--- config.mk ---
export PLATFORM = sky130hd
export DESIGN_NAME = fwd_scoreboard_flat
export DESIGN_NICKNAME = d
export VERILOG_FILES = /design/src/rtl/fwd_scoreboard_pkg.sv /design/src/rtl/fwd_scoreboard_if.sv /design/src/rtl/fwd_scoreboard_port_lookup.sv /design/src/rtl/fwd_scoreboard.sv /design/src/flat_wrapper.sv
export SDC_FILE = /design/constraint.sdc
export NUM_CORES = 1
export LEC_CHECK = 0
export CAP_MARGIN = 20
export CORE_MARGIN = 2
export CORE_UTILIZATION = 40
export DETAILED_ROUTE_END_ITERATION = 16
export PLACE_DENSITY = 0.73
export SYNTH_ARGS = -nofsm -noshare
export SYNTH_HDL_FRONTEND = slang
export SYNTH_SLANG_ARGS = --single-unit
--- constraint.sdc ---
create_clock -name clk -period 4.41 [get_ports clk]
set_input_delay 0.882 -clock clk [delete_from_list [all_inputs] [get_ports clk]]
set_output_delay 0.882 -clock clk [all_outputs]
set_load 0.1 [all_outputs]
--- src/rtl/fwd_scoreboard_pkg.sv ---
// fwd_scoreboard_pkg
//   Shared types for the forwarding scoreboard.
//   - fwd_slot_t       : one tracked in-flight register write at the default
//                        core widths (5-bit address, 32-bit data).
//   - fwd_lookup_e     : outcome of a single read-port search.
package fwd_scoreboard_pkg;

    localparam int FWD_DEF_ADDR_WIDTH = 5;
    localparam int FWD_DEF_DATA_WIDTH = 32;

    typedef struct packed {
        logic                          occupied;
        logic [FWD_DEF_ADDR_WIDTH-1:0] addr;
        logic [FWD_DEF_DATA_WIDTH-1:0] data;
        logic                          data_valid;
    } fwd_slot_t;

    typedef enum logic [1:0] {
        LK_MISS   = 2'd0,  // no in-flight writer, use register file
        LK_HIT    = 2'd1,  // writer has final data
        LK_BYPASS = 2'd2,  // writer is being resolved this cycle
        LK_PEND   = 2'd3   // writer exists but data not yet known
    } fwd_lookup_e;

endpackage

--- src/rtl/fwd_scoreboard_if.sv ---
// fwd_scoreboard_if
//   Bundle between the pipeline control / decode stage (master) and the
//   forwarding scoreboard (slave).
//   master drives : advance, flush, issue_*, resolve_*, rd_addr, rd_reg_data,
//                   stall_cnt_clr
//   slave drives  : rd_data, rd_stall, stall, wb_we, wb_addr, wb_data,
//                   stall_cycles
interface fwd_scoreboard_if #(
    parameter int DATA_WIDTH     = 32,
    parameter int ADDR_WIDTH     = 5,
    parameter int NUM_READ_PORTS = 2,
    parameter int CNT_WIDTH      = 16
) ();

    logic                                          advance;
    logic                                          flush;
    logic                                          issue_valid;
    logic [ADDR_WIDTH-1:0]                         issue_addr;
    logic [DATA_WIDTH-1:0]                         issue_data;
    logic                                          issue_data_valid;
    logic                                          resolve_valid;
    logic [DATA_WIDTH-1:0]                         resolve_data;
    logic [NUM_READ_PORTS-1:0][ADDR_WIDTH-1:0]     rd_addr;
    logic [NUM_READ_PORTS-1:0][DATA_WIDTH-1:0]     rd_reg_data;
    logic [NUM_READ_PORTS-1:0][DATA_WIDTH-1:0]     rd_data;
    logic [NUM_READ_PORTS-1:0]                     rd_stall;
    logic                                          stall;
    logic                                          wb_we;
    logic [ADDR_WIDTH-1:0]                         wb_addr;
    logic [DATA_WIDTH-1:0]                         wb_data;
    logic [CNT_WIDTH-1:0]                          stall_cycles;
    logic                                          stall_cnt_clr;

    modport master (
        output advance, flush,
        output issue_valid, issue_addr, issue_data, issue_data_valid,
        output resolve_valid, resolve_data,
        output rd_addr, rd_reg_data, stall_cnt_clr,
        input  rd_data, rd_stall, stall,
        input  wb_we, wb_addr, wb_data, stall_cycles
    );

    modport slave (
        input  advance, flush,
        input  issue_valid, issue_addr, issue_data, issue_data_valid,
        input  resolve_valid, resolve_data,
        input  rd_addr, rd_reg_data, stall_cnt_clr,
        output rd_data, rd_stall, stall,
        output wb_we, wb_addr, wb_data, stall_cycles
    );

endinterface

--- src/rtl/fwd_scoreboard_port_lookup.sv ---
// fwd_port_lookup
//   Combinational operand resolution for one decode read port.
//   Searches all slots, youngest (slot 0) wins, with a same-cycle bypass of
//   resolve_data when the winning entry sits in RESOLVE_STAGE.
//   Ports:
//     rd_addr / rd_reg_data        : source register and register-file value
//     slot_occ/addr/data/dv        : flattened slot state, index 0 youngest
//     resolve_valid / resolve_data : late data arriving this cycle
//     rd_data / rd_stall           : forwarded operand and pending flag
module fwd_port_lookup
    import fwd_scoreboard_pkg::*;
#(
    parameter int NUM_STAGES    = 3,
    parameter int DATA_WIDTH    = 32,
    parameter int ADDR_WIDTH    = 5,
    parameter int RESOLVE_STAGE = 1
) (
    input  logic [ADDR_WIDTH-1:0]                  rd_addr,
    input  logic [DATA_WIDTH-1:0]                  rd_reg_data,
    input  logic [NUM_STAGES-1:0]                  slot_occ,
    input  logic [NUM_STAGES-1:0]                  slot_dv,
    input  logic [NUM_STAGES-1:0][ADDR_WIDTH-1:0]  slot_addr,
    input  logic [NUM_STAGES-1:0][DATA_WIDTH-1:0]  slot_data,
    input  logic                                   resolve_valid,
    input  logic [DATA_WIDTH-1:0]                  resolve_data,
    output logic [DATA_WIDTH-1:0]                  rd_data,
    output logic                                   rd_stall
);

    fwd_lookup_e           kind;
    logic [DATA_WIDTH-1:0] hit_data;
    logic                  addr_zero;

    assign addr_zero = (rd_addr == '0);

    // Walk oldest to youngest so the youngest match overwrites the result.
    always_comb begin
        kind     = LK_MISS;
        hit_data = '0;
        for (int i = NUM_STAGES - 1; i >= 0; i--) begin
            if (!addr_zero && slot_occ[i] && slot_addr[i] == rd_addr) begin
                if (slot_dv[i]) begin
                    kind     = LK_HIT;
                    hit_data = slot_data[i];
                end else if (i == RESOLVE_STAGE && resolve_valid) begin
                    kind     = LK_BYPASS;
                    hit_data = resolve_data;
                end else begin
                    kind     = LK_PEND;
                    hit_data = '0;
                end
            end
        end
    end

    always_comb begin
        rd_stall = (kind == LK_PEND);
        if (addr_zero)
            rd_data = '0;
        else if (kind == LK_HIT || kind == LK_BYPASS)
            rd_data = hit_data;
        else
            rd_data = rd_reg_data;
    end

endmodule

--- src/rtl/fwd_scoreboard.sv ---
// fwd_scoreboard
//   Shifting N-slot tag pipeline tracking in-flight register writes.
//   Supplies forwarded operands / stalls to decode, resolves late (load)
//   data in place, and drives the register-file write port from the oldest
//   slot.
//   Ports:
//     clk, rst : clock, asynchronous active-high reset
//     bus      : fwd_scoreboard_if.slave (issue, resolve, read ports,
//                writeback, stall counter)
//   RESOLVE_STAGE must be < NUM_STAGES-1 so a resolved entry can always
//   move one slot further before it reaches writeback.
module fwd_scoreboard
    import fwd_scoreboard_pkg::*;
#(
    parameter int NUM_STAGES     = 3,
    parameter int DATA_WIDTH     = 32,
    parameter int ADDR_WIDTH     = 5,
    parameter int NUM_READ_PORTS = 2,
    parameter int RESOLVE_STAGE  = 1,
    parameter int FLUSH_STAGES   = 1,
    parameter int CNT_WIDTH      = 16
) (
    input  logic             clk,
    input  logic             rst,
    fwd_scoreboard_if.slave  bus
);

    localparam int LAST = NUM_STAGES - 1;

    typedef struct packed {
        logic                  occupied;
        logic [ADDR_WIDTH-1:0] addr;
        logic [DATA_WIDTH-1:0] data;
        logic                  data_valid;
    } slot_t;

    slot_t slot_q [NUM_STAGES];
    slot_t slot_d [NUM_STAGES];

    logic [NUM_STAGES-1:0]                 s_occ;
    logic [NUM_STAGES-1:0]                 s_dv;
    logic [NUM_STAGES-1:0][ADDR_WIDTH-1:0] s_addr;
    logic [NUM_STAGES-1:0][DATA_WIDTH-1:0] s_data;

    logic [CNT_WIDTH-1:0] stall_cnt;

    // ---------------- next slot state ----------------
    // Order: shift (or hold), then resolve on the entry that was in
    // RESOLVE_STAGE (wherever it now sits), then flush of the youngest slots.
    always_comb begin
        for (int i = 0; i < NUM_STAGES; i++)
            slot_d[i] = slot_q[i];

        if (bus.advance) begin
            slot_d[0] = '{occupied:   bus.issue_valid,
                          addr:       bus.issue_addr,
                          data:       bus.issue_data,
                          data_valid: bus.issue_data_valid};
            for (int i = 1; i < NUM_STAGES; i++)
                slot_d[i] = slot_q[i-1];
        end

        if (bus.resolve_valid && slot_q[RESOLVE_STAGE].occupied) begin
            if (bus.advance) begin
                slot_d[RESOLVE_STAGE+1].data       = bus.resolve_data;
                slot_d[RESOLVE_STAGE+1].data_valid = 1'b1;
            end else begin
                slot_d[RESOLVE_STAGE].data       = bus.resolve_data;
                slot_d[RESOLVE_STAGE].data_valid = 1'b1;
            end
        end

        // Flush wins over the instruction issued in the same cycle.
        if (bus.flush) begin
            for (int i = 0; i < FLUSH_STAGES; i++)
                slot_d[i].occupied = 1'b0;
        end
    end

    always_ff @(posedge clk or posedge rst) begin
        if (rst) begin
            for (int i = 0; i < NUM_STAGES; i++)
                slot_q[i] <= '0;
        end else begin
            for (int i = 0; i < NUM_STAGES; i++)
                slot_q[i] <= slot_d[i];
        end
    end

    // ---------------- read ports ----------------
    always_comb begin
        for (int i = 0; i < NUM_STAGES; i++) begin
            s_occ[i]  = slot_q[i].occupied;
            s_dv[i]   = slot_q[i].data_valid;
            s_addr[i] = slot_q[i].addr;
            s_data[i] = slot_q[i].data;
        end
    end

    genvar p;
    generate
        for (p = 0; p < NUM_READ_PORTS; p++) begin : g_port
            fwd_port_lookup #(
                .NUM_STAGES    (NUM_STAGES),
                .DATA_WIDTH    (DATA_WIDTH),
                .ADDR_WIDTH    (ADDR_WIDTH),
                .RESOLVE_STAGE (RESOLVE_STAGE)
            ) u_lookup (
                .rd_addr       (bus.rd_addr[p]),
                .rd_reg_data   (bus.rd_reg_data[p]),
                .slot_occ      (s_occ),
                .slot_dv       (s_dv),
                .slot_addr     (s_addr),
                .slot_data     (s_data),
                .resolve_valid (bus.resolve_valid),
                .resolve_data  (bus.resolve_data),
                .rd_data       (bus.rd_data[p]),
                .rd_stall      (bus.rd_stall[p])
            );
        end
    endgenerate

    assign bus.stall = |bus.rd_stall;

    // ---------------- writeback ----------------
    assign bus.wb_we   = slot_q[LAST].occupied & slot_q[LAST].data_valid & bus.advance;
    assign bus.wb_addr = slot_q[LAST].addr;
    assign bus.wb_data = slot_q[LAST].data;

    // An unresolved writer must never leave the pipeline.
    a_no_unresolved_retire : assert property (
        @(posedge clk) disable iff (rst)
        !(bus.advance && slot_q[LAST].occupied && !slot_q[LAST].data_valid));

    // ---------------- stall counter ----------------
    always_ff @(posedge clk or posedge rst) begin
        if (rst)
            stall_cnt <= '0;
        else if (bus.stall_cnt_clr)
            stall_cnt <= '0;
        else if (bus.stall && stall_cnt != '1)
            stall_cnt <= stall_cnt + 1'b1;
    end

    assign bus.stall_cycles = stall_cnt;

endmodule
--- src/flat_wrapper.sv ---
// flat-port wrapper written by rule: the top's interface ports become plain ports
module fwd_scoreboard_flat import fwd_scoreboard_pkg::*;
#(
    parameter int NUM_STAGES     = 3,
    parameter int DATA_WIDTH     = 32,
    parameter int ADDR_WIDTH     = 5,
    parameter int NUM_READ_PORTS = 2,
    parameter int RESOLVE_STAGE  = 1,
    parameter int FLUSH_STAGES   = 1,
    parameter int CNT_WIDTH      = 16
)
  (clk, rst, bus_advance, bus_flush, bus_issue_valid, bus_issue_addr, bus_issue_data, bus_issue_data_valid, bus_resolve_valid, bus_resolve_data, bus_rd_addr, bus_rd_reg_data, bus_stall_cnt_clr, bus_rd_data, bus_rd_stall, bus_stall, bus_wb_we, bus_wb_addr, bus_wb_data, bus_stall_cycles);
  fwd_scoreboard_if #(.DATA_WIDTH(DATA_WIDTH), .ADDR_WIDTH(ADDR_WIDTH), .NUM_READ_PORTS(NUM_READ_PORTS), .CNT_WIDTH(CNT_WIDTH)) bus_i ();
  input  logic clk;
  input  logic rst;
  input wire logic [$bits(bus_i.advance)-1:0] bus_advance;
  input wire logic [$bits(bus_i.flush)-1:0] bus_flush;
  input wire logic [$bits(bus_i.issue_valid)-1:0] bus_issue_valid;
  input wire logic [$bits(bus_i.issue_addr)-1:0] bus_issue_addr;
  input wire logic [$bits(bus_i.issue_data)-1:0] bus_issue_data;
  input wire logic [$bits(bus_i.issue_data_valid)-1:0] bus_issue_data_valid;
  input wire logic [$bits(bus_i.resolve_valid)-1:0] bus_resolve_valid;
  input wire logic [$bits(bus_i.resolve_data)-1:0] bus_resolve_data;
  input wire logic [$bits(bus_i.rd_addr)-1:0] bus_rd_addr;
  input wire logic [$bits(bus_i.rd_reg_data)-1:0] bus_rd_reg_data;
  input wire logic [$bits(bus_i.stall_cnt_clr)-1:0] bus_stall_cnt_clr;
  output wire logic [$bits(bus_i.rd_data)-1:0] bus_rd_data;
  output wire logic [$bits(bus_i.rd_stall)-1:0] bus_rd_stall;
  output wire logic [$bits(bus_i.stall)-1:0] bus_stall;
  output wire logic [$bits(bus_i.wb_we)-1:0] bus_wb_we;
  output wire logic [$bits(bus_i.wb_addr)-1:0] bus_wb_addr;
  output wire logic [$bits(bus_i.wb_data)-1:0] bus_wb_data;
  output wire logic [$bits(bus_i.stall_cycles)-1:0] bus_stall_cycles;
  assign bus_i.advance = bus_advance;
  assign bus_i.flush = bus_flush;
  assign bus_i.issue_valid = bus_issue_valid;
  assign bus_i.issue_addr = bus_issue_addr;
  assign bus_i.issue_data = bus_issue_data;
  assign bus_i.issue_data_valid = bus_issue_data_valid;
  assign bus_i.resolve_valid = bus_resolve_valid;
  assign bus_i.resolve_data = bus_resolve_data;
  assign bus_i.rd_addr = bus_rd_addr;
  assign bus_i.rd_reg_data = bus_rd_reg_data;
  assign bus_i.stall_cnt_clr = bus_stall_cnt_clr;
  assign bus_rd_data = bus_i.rd_data;
  assign bus_rd_stall = bus_i.rd_stall;
  assign bus_stall = bus_i.stall;
  assign bus_wb_we = bus_i.wb_we;
  assign bus_wb_addr = bus_i.wb_addr;
  assign bus_wb_data = bus_i.wb_data;
  assign bus_stall_cycles = bus_i.stall_cycles;
  fwd_scoreboard #(.NUM_STAGES(NUM_STAGES), .DATA_WIDTH(DATA_WIDTH), .ADDR_WIDTH(ADDR_WIDTH), .NUM_READ_PORTS(NUM_READ_PORTS), .RESOLVE_STAGE(RESOLVE_STAGE), .FLUSH_STAGES(FLUSH_STAGES), .CNT_WIDTH(CNT_WIDTH)) u_core (.clk(clk), .rst(rst), .bus(bus_i));
endmodule
# Yosys cells after proc, flatten, opt, wreduce, memory -nomap -nowiden
# Cells that the tools add are included.
[classes] magnitude_cmp=0 n_reduce_logical=23 shift=0 mux=32 eq_ne=13 multipliers=0 n_addsub=1 n_div=0 n_bitwise=2
[op_table] op="32-bit two-way mux" n=14
[op_table] op="33-bit two-way mux" n=4
[op_table] op="117-bit two-way mux" n=1
[op_table] op="16-bit two-way mux" n=2
[op_table] op="5-bit equality test" n=6
[op_table] op="2-bit two-way mux" n=9
[op_table] op="16-bit by 1-bit adder with 16-bit output (second input constant)" n=1
[op_table] op="16-bit inequality test (second input constant)" n=1
[op_table] op="1-bit logical AND" n=14
[op_table] op="5-bit logical NOT" n=2
[op_table] op="2-bit equality test (second input constant)" n=4
[op_table] op="2-bit by 1-bit equality test with 1-bit output (second input constant)" n=2
[op_table] op="2-bit nonzero test" n=2
[op_table] op="1-bit AND" n=2
[op_table] op="1-bit logical NOT" n=2
[op_table] op="1-bit logical OR" n=2
[op_table] op="1-bit two-way mux" n=2
[op_table] op="2-bit OR reduction" n=1
[word_totals] in_bits=151 latchBits=0 romBits=0 ff_bits=133 mem_count=0 word_cells=84 output_inout_bits=121 ram_bits=0

# Depth between registers and ports, before layout
[depth] word_depth=12 depth_mapped=15 ltp_nobuf=12

# Cells and area by module
# From an unflattened synthesis, not the netlist that was laid out.
[unflattened] cells_unflattened=830 area_unflattened_um2=9163.8
[by_module_without_submodules] module="fwd_scoreboard" cells_each=414 n_inst=1 area_per_inst_um2=5875.6 seq_area_each_um2=3328.2
[by_module_without_submodules] module="fwd_port_lookup" cells_each=208 n_inst=2 area_per_inst_um2=1644.1 seq_area_each_um2=0.0

# Least setup slack after synthesis
# OpenSTA, ideal clock, no wires.
[synth_timing] path_kind="input -> output" from="input port bus_rd_addr[5]" to="output port bus_rd_data[33]" path_buffers=3 path_slack_ns=-1.615 path_stages=12 required_ns=3.528 t_arrival_ns=5.143 path_cell_list="or4_4 nor2_2 or4_1 buf_6 buf_6 nor2_1 a211o_1 ha_1 o21ai_0 nand2b_1 clkbuf_1 o21ai_0"
[synth_via] elab_chain_cells=11 word_cells_on_any_way=22 cone_classes="5 x eq/ne; 8 x mux; 9 x reduce/logical"
[synth_lines] item="start: declaration" line_no="flat_wrapper.sv:24" source="input wire logic [$bits(bus_i.rd_addr)-1:0] bus_rd_addr;"
[synth_lines] item="5-bit logical NOT" line_no="fwd_scoreboard_port_lookup.sv:34" source="assign addr_zero = (rd_addr == '0);"
[synth_lines] item="1-bit logical NOT" line_no="fwd_scoreboard_port_lookup.sv:41" source="if (!addr_zero && slot_occ[i] && slot_addr[i] == rd_addr) begin"
[synth_lines] item="1-bit logical AND (2 in a row)" line_no="fwd_scoreboard_port_lookup.sv:41"
[synth_lines] item="2-bit two-way mux (3 in a row)" line_no="fwd_scoreboard_port_lookup.sv:41"
[synth_lines] item="2-bit by 1-bit equality test with 1-bit output / 2-bit equality test (equally long branches)" line_no="fwd_scoreboard_port_lookup.sv:60" source="else if (kind == LK_HIT || kind == LK_BYPASS)"
[synth_lines] item="1-bit logical OR" line_no="fwd_scoreboard_port_lookup.sv:60"
[synth_lines] item="32-bit two-way mux" line_no="fwd_scoreboard_port_lookup.sv:60"
[synth_lines] item="32-bit two-way mux *" line_no="fwd_scoreboard_port_lookup.sv:58" source="if (addr_zero)"
[synth_lines] item="end: declaration" line_no="flat_wrapper.sv:27" source="output wire logic [$bits(bus_i.rd_data)-1:0] bus_rd_data;"
# Mark *: on every way between the ends. The rest lies on a longest branch, timed or not.

# Final worst setup path
[layout_timing] from="input port bus_rd_addr[2]" to="output port bus_rd_data[0]"
# The elaborated chain is that of the path after synthesis.

==> out/results.md <==
| Result | Reported | Unit |
|:---|:---|:---|
| Post-DR vias/cell | 5.76 | - |
| Die height | 153 | um |
| Maximum capacitance violations | 0 | - |
| Required time of the critical path | 3.53 | ns |
| Clock tree from TritonCTS | done | - |
| RSZ-0062 raised after global routing | yes | - |
| Routed met3 length | 2580 | um |
| Hold violation count in the final report | 0 | - |
| Clk pin slew, worst setup/hold paths | 0.06 | ns |
| Sequential-to-total area share from yosys stat | 37.7 | % |
| 1st-iter DRT viols | 637 | - |
| Final setup viols | 64 | - |
| Total count of max-transition violations in the final report | 0 | - |
| CTS sink count | 133 | - |
| Share of total power consumed by net switching | 41.3 | % |
| Largest area contributor in the netlist | dfrtp_1 | - |
| R2R Path Start | u_core.s_addr[9] | - |
| Crit path DAT | 3.71 | ns |
| Post-synthesis xor/xnor area fraction | 4.36 | % |
| Sum of internal, switching and leakage power | 5.20 | mW |
| TritonCTS Buffers | 17 | - |
| Total of flip-flops plus latches after synthesis | 133 | - |
| Number of synthesized flops with an enable pin | 0 | - |
| Initial DRT Pass Iterations | 5 | - |
| Max VDD drop | 0.241 | mV |
| Global routing usage summed across all routing layers | 29.3 | % |
| Wire length per cell | 22.0 | um |
| Relative contribution of the clock network to total power | 29.3 | % |
| Hold Path Sink | u_core.bus.wb_data[10] | - |
| Path type of the worst min-delay path | reg -> reg | - |
| Final Wtd Congestion | 0.863 | - |
| Crit Path Max Fanout | 7 | - |
| Final-layout setup total negative slack | -7.05 | ns |
| Largest net degree at the start of global routing | 76 | - |
| Starting Density | 40.6 | % |
| Cell-internal power | 3.05 | mW |
| Global-route wire length before repair | 53700 | um |
| Max_slew headroom | 30.4 | % |
| Clock Latency Late Sink | 0.41 | ns |
| Worst R2R Path Depth | 13 | - |
| Fraction of synthesized area in multiplexers | 14.1 | % |
| Share of synthesized registers carrying an async set or reset | 100 | % |
| Ys Warns | 0 | - |
| Combined area of all synthesized cells | 0.00883 | sq mm |
| Met2 routed WL | 17700 | um |
| Fraction of final layout cells with drive strength greater than 1 | 29.9 | % |
| Worst setup skew after layout | 0.00734 | ns |
| Cells on Worst Hold Path | 2 | - |
| Violated checks | setup timing | - |
| Slew at the pin closest to its max-slew limit | 1.04 | ns |
| Main combinational cell family by area after synthesis | compound AO/OA/AOI/OAI gates | - |
| Gate power share | 41.1 | % |
| Post-Syn Nets | 1193 | - |
| Register-to-register setup slack | 1.22 | ns |
| Adder-Cell Fraction of Synth Area | 0.425 | % |
| Number of inserted filler cells in the final layout | 1607 | - |
| Total number of vias | 9170 | - |
| Area overhead of the layout relative to synthesis | 68.1 | % |
| H-tree lvl count | 4 | - |
| # IOs | 272 | - |
| Min-delay src | u_core.bus.wb_data[10] | - |
| DRC violation count after routing | 0 | - |
| Switching Power | 2.15 | mW |
| Routed met1 length | 13800 | um |
| Worst hold slack | 0.579 | ns |
| Synth top area cells | dfrtp_1, mux2i_1, nand2_1, a22oi_1, o21ai_0 | - |
| Count of input and output buffers | 271 | - |
| Most used flip-flop cell after synthesis | dfrtp_1 | - |
| Cts-stage hold buffer count | 0 | - |
| Drt total wl | 35000 | um |
| Crit path capture type | output port | - |
| HPWL Detailed | 22400 | um |
| Core area | 0.0218 | sq mm |
| Final critical delay including setup and external delays | 4.59 | ns |
| PD cells | 350 | mW/mm^2 |
| Pleak | 6.36 | nW |
| Buffers from clock root to sink, at most | 2 | - |
| Mean post-synth cell area | 8.50 | sq um |
| Clock root buffer | clkbuf_16 | - |
| Result of the run | finished, violations left | - |
| Area enclosed by the die boundary | 0.0233 | sq mm |
| Horizontal extent of the die | 153 | um |
| Number of distinct library cells after synthesis | 44 | - |
| Congestion Overflow GR | 0 | - |
| Sequential power share | 29.6 | % |
| Basic-gate share of the synthesized area counting and, or, nand and nor cells | 15.6 | % |
| Via count of the first global-routing pass | 9616 | - |
| Share of the clock period used by the worst path | 104 | % |
| Antenna diodes | 0 | - |
| Finished layout cell area | 0.0148 | sq mm |
| Synth Area in Compound Gates | 18.5 | % |
| Post-route setup slack | -0.178 | ns |
| Worst reg2reg path endpoint | u_core.bus.stall_cycles[13] | - |
| Ranking of synthesized cells by instance count | nand2_1, dfrtp_1, mux2i_1 | - |
| Antenna violations before repair | 1 | - |
| Post-Synthesis Cells | 1039 | - |
| Kind of critical path | in -> out | - |
| Post-placement cell area | 0.0134 | sq mm |
| Nets@finish | 1453 | - |
| Area share of the largest cell type after synthesis | 37.7 | % |
| Final ANT Viol Nets | 0 | - |
| Leading cell type by number of instances after synthesis | nand2_1 | - |
| Row cnt | 54 | - |
| Kind of start point of the critical path | input pin | - |
| Achievable clock frequency | 0.218 | GHz |
| Setup WS pre-CTS | -0.543 | ns |
| DR top layer | met5 | - |
layer usage:
metal | vias up | GRT usage, %
li1 | 4173 | -
met1 | 4505 | 35.7
met2 | 422 | 51.8
met3 | 68 | 5.89
met4 | 2 | 9.92
met5 | - | 0
flip-flops by register name, indices dropped and copies added (netlist names):
signal	count
u_core.bus.wb_addr	5
u_core.s_dv	3
u_core.s_data	64
u_core.bus.stall_cycles	16
u_core.s_occ	3
u_core.bus.wb_data	32
u_core.s_addr	10
kinds of logic after synthesis:
| kind of cell | after synthesis |
|---|---|
| adder cells (fa/ha/maj) | 3 |
| flip-flops | 133 |
| buffers and inverters | 159 |
| AO/OA/AOI/OAI | 277 |
| multiplexers | 121 |
| XOR/XNOR | 44 |
| AND/OR/NAND/NOR | 302 |
layout by cell type, fill, tap and decap left out, types with 23 or more instances in the layout:
cell type / Yosys / final
and3_1: 37 / 36
o21ai_0: 92 / 67
dfrtp_1: 133 / 132
mux2i_1: 96 / 95
clkdlybuf4s50_1: 0 / 191
xnor2_1: 31 / 24
mux2_2: 25 / 23
a22oi_2: 0 / 64
nor2_1: 57 / 53
nand2_1: 137 / 135
inv_1: 36 / 35
a31oi_1: 32 / 32
buf_4: 42 / 57
o21ai_4: 0 / 64
a21oi_1: 32 / 32
nor3_1: 38 / 37
buf_12: 0 / 81
final cells by class:
class                           instances  area, sq um  area share (%)
Timing Repair Buffer                  364         4450            29.9
Multi-Input combinational cell        747         5960            40.1
Clock inverter                         11          145           0.977
Inverter                               36          139           0.935
Tap cell                              280          350            2.36
Clock buffer                           21          480            3.24
Sequential cell                       133         3330            22.4
repair_timing:
action	CTS	global route
pin swaps	51	16
cloned	6	0
resized for setup	146	10
endpoints found under the setup margin	64	64
buffers inserted	12	1
power groups by stage:
stage	clock (mW)	combinational (mW)	sequential, mW
final	1.52	2.14	1.54
after global routing	1.60	2.22	1.56
after CTS	1.55	2.12	1.53
after detailed placement	0	2.06	1.54
after global placement	0	2.04	1.53
after floorplan	0	1.47	1.49
worst max-delay path, stage by stage:
cell and delay, ns:
buf_6 0.09, or4_4 0.56, buf_4 0.17, nor2_1 0.17
nor3_2 0.10, nor2_1 0.12, o21ai_0 0.18, ha_4 0.33
o21ai_4 0.06, nor4_4 0.23, buf_6 0.16, buf_12 0.12
buf_16 0.14, a22oi_2 0.09, o21ai_2 0.10, buf_12 0.20
worst max path at each step:
stage                               from               to  cells after the start
after floorplan           bus_rd_addr[9]  bus_rd_data[33]                     12
after global placement    bus_rd_addr[6]  bus_rd_data[33]                     13
after detailed placement  bus_rd_addr[6]  bus_rd_data[54]                     13
after CTS                 bus_rd_addr[7]  bus_rd_data[63]                     18
after global routing      bus_rd_addr[2]   bus_rd_data[0]                     17
final                     bus_rd_addr[2]   bus_rd_data[0]                     16
metrics by stage:
step | cells | utilization, %
floorplan | 1039 | -
global placement | 1541 | 61.4
detailed placement | 1541 | 61.4
CTS | 1591 | 68.0
global route | 1592 | 68.2
finish | 1592 | 68.2
(Power assumes the default switching activity.)
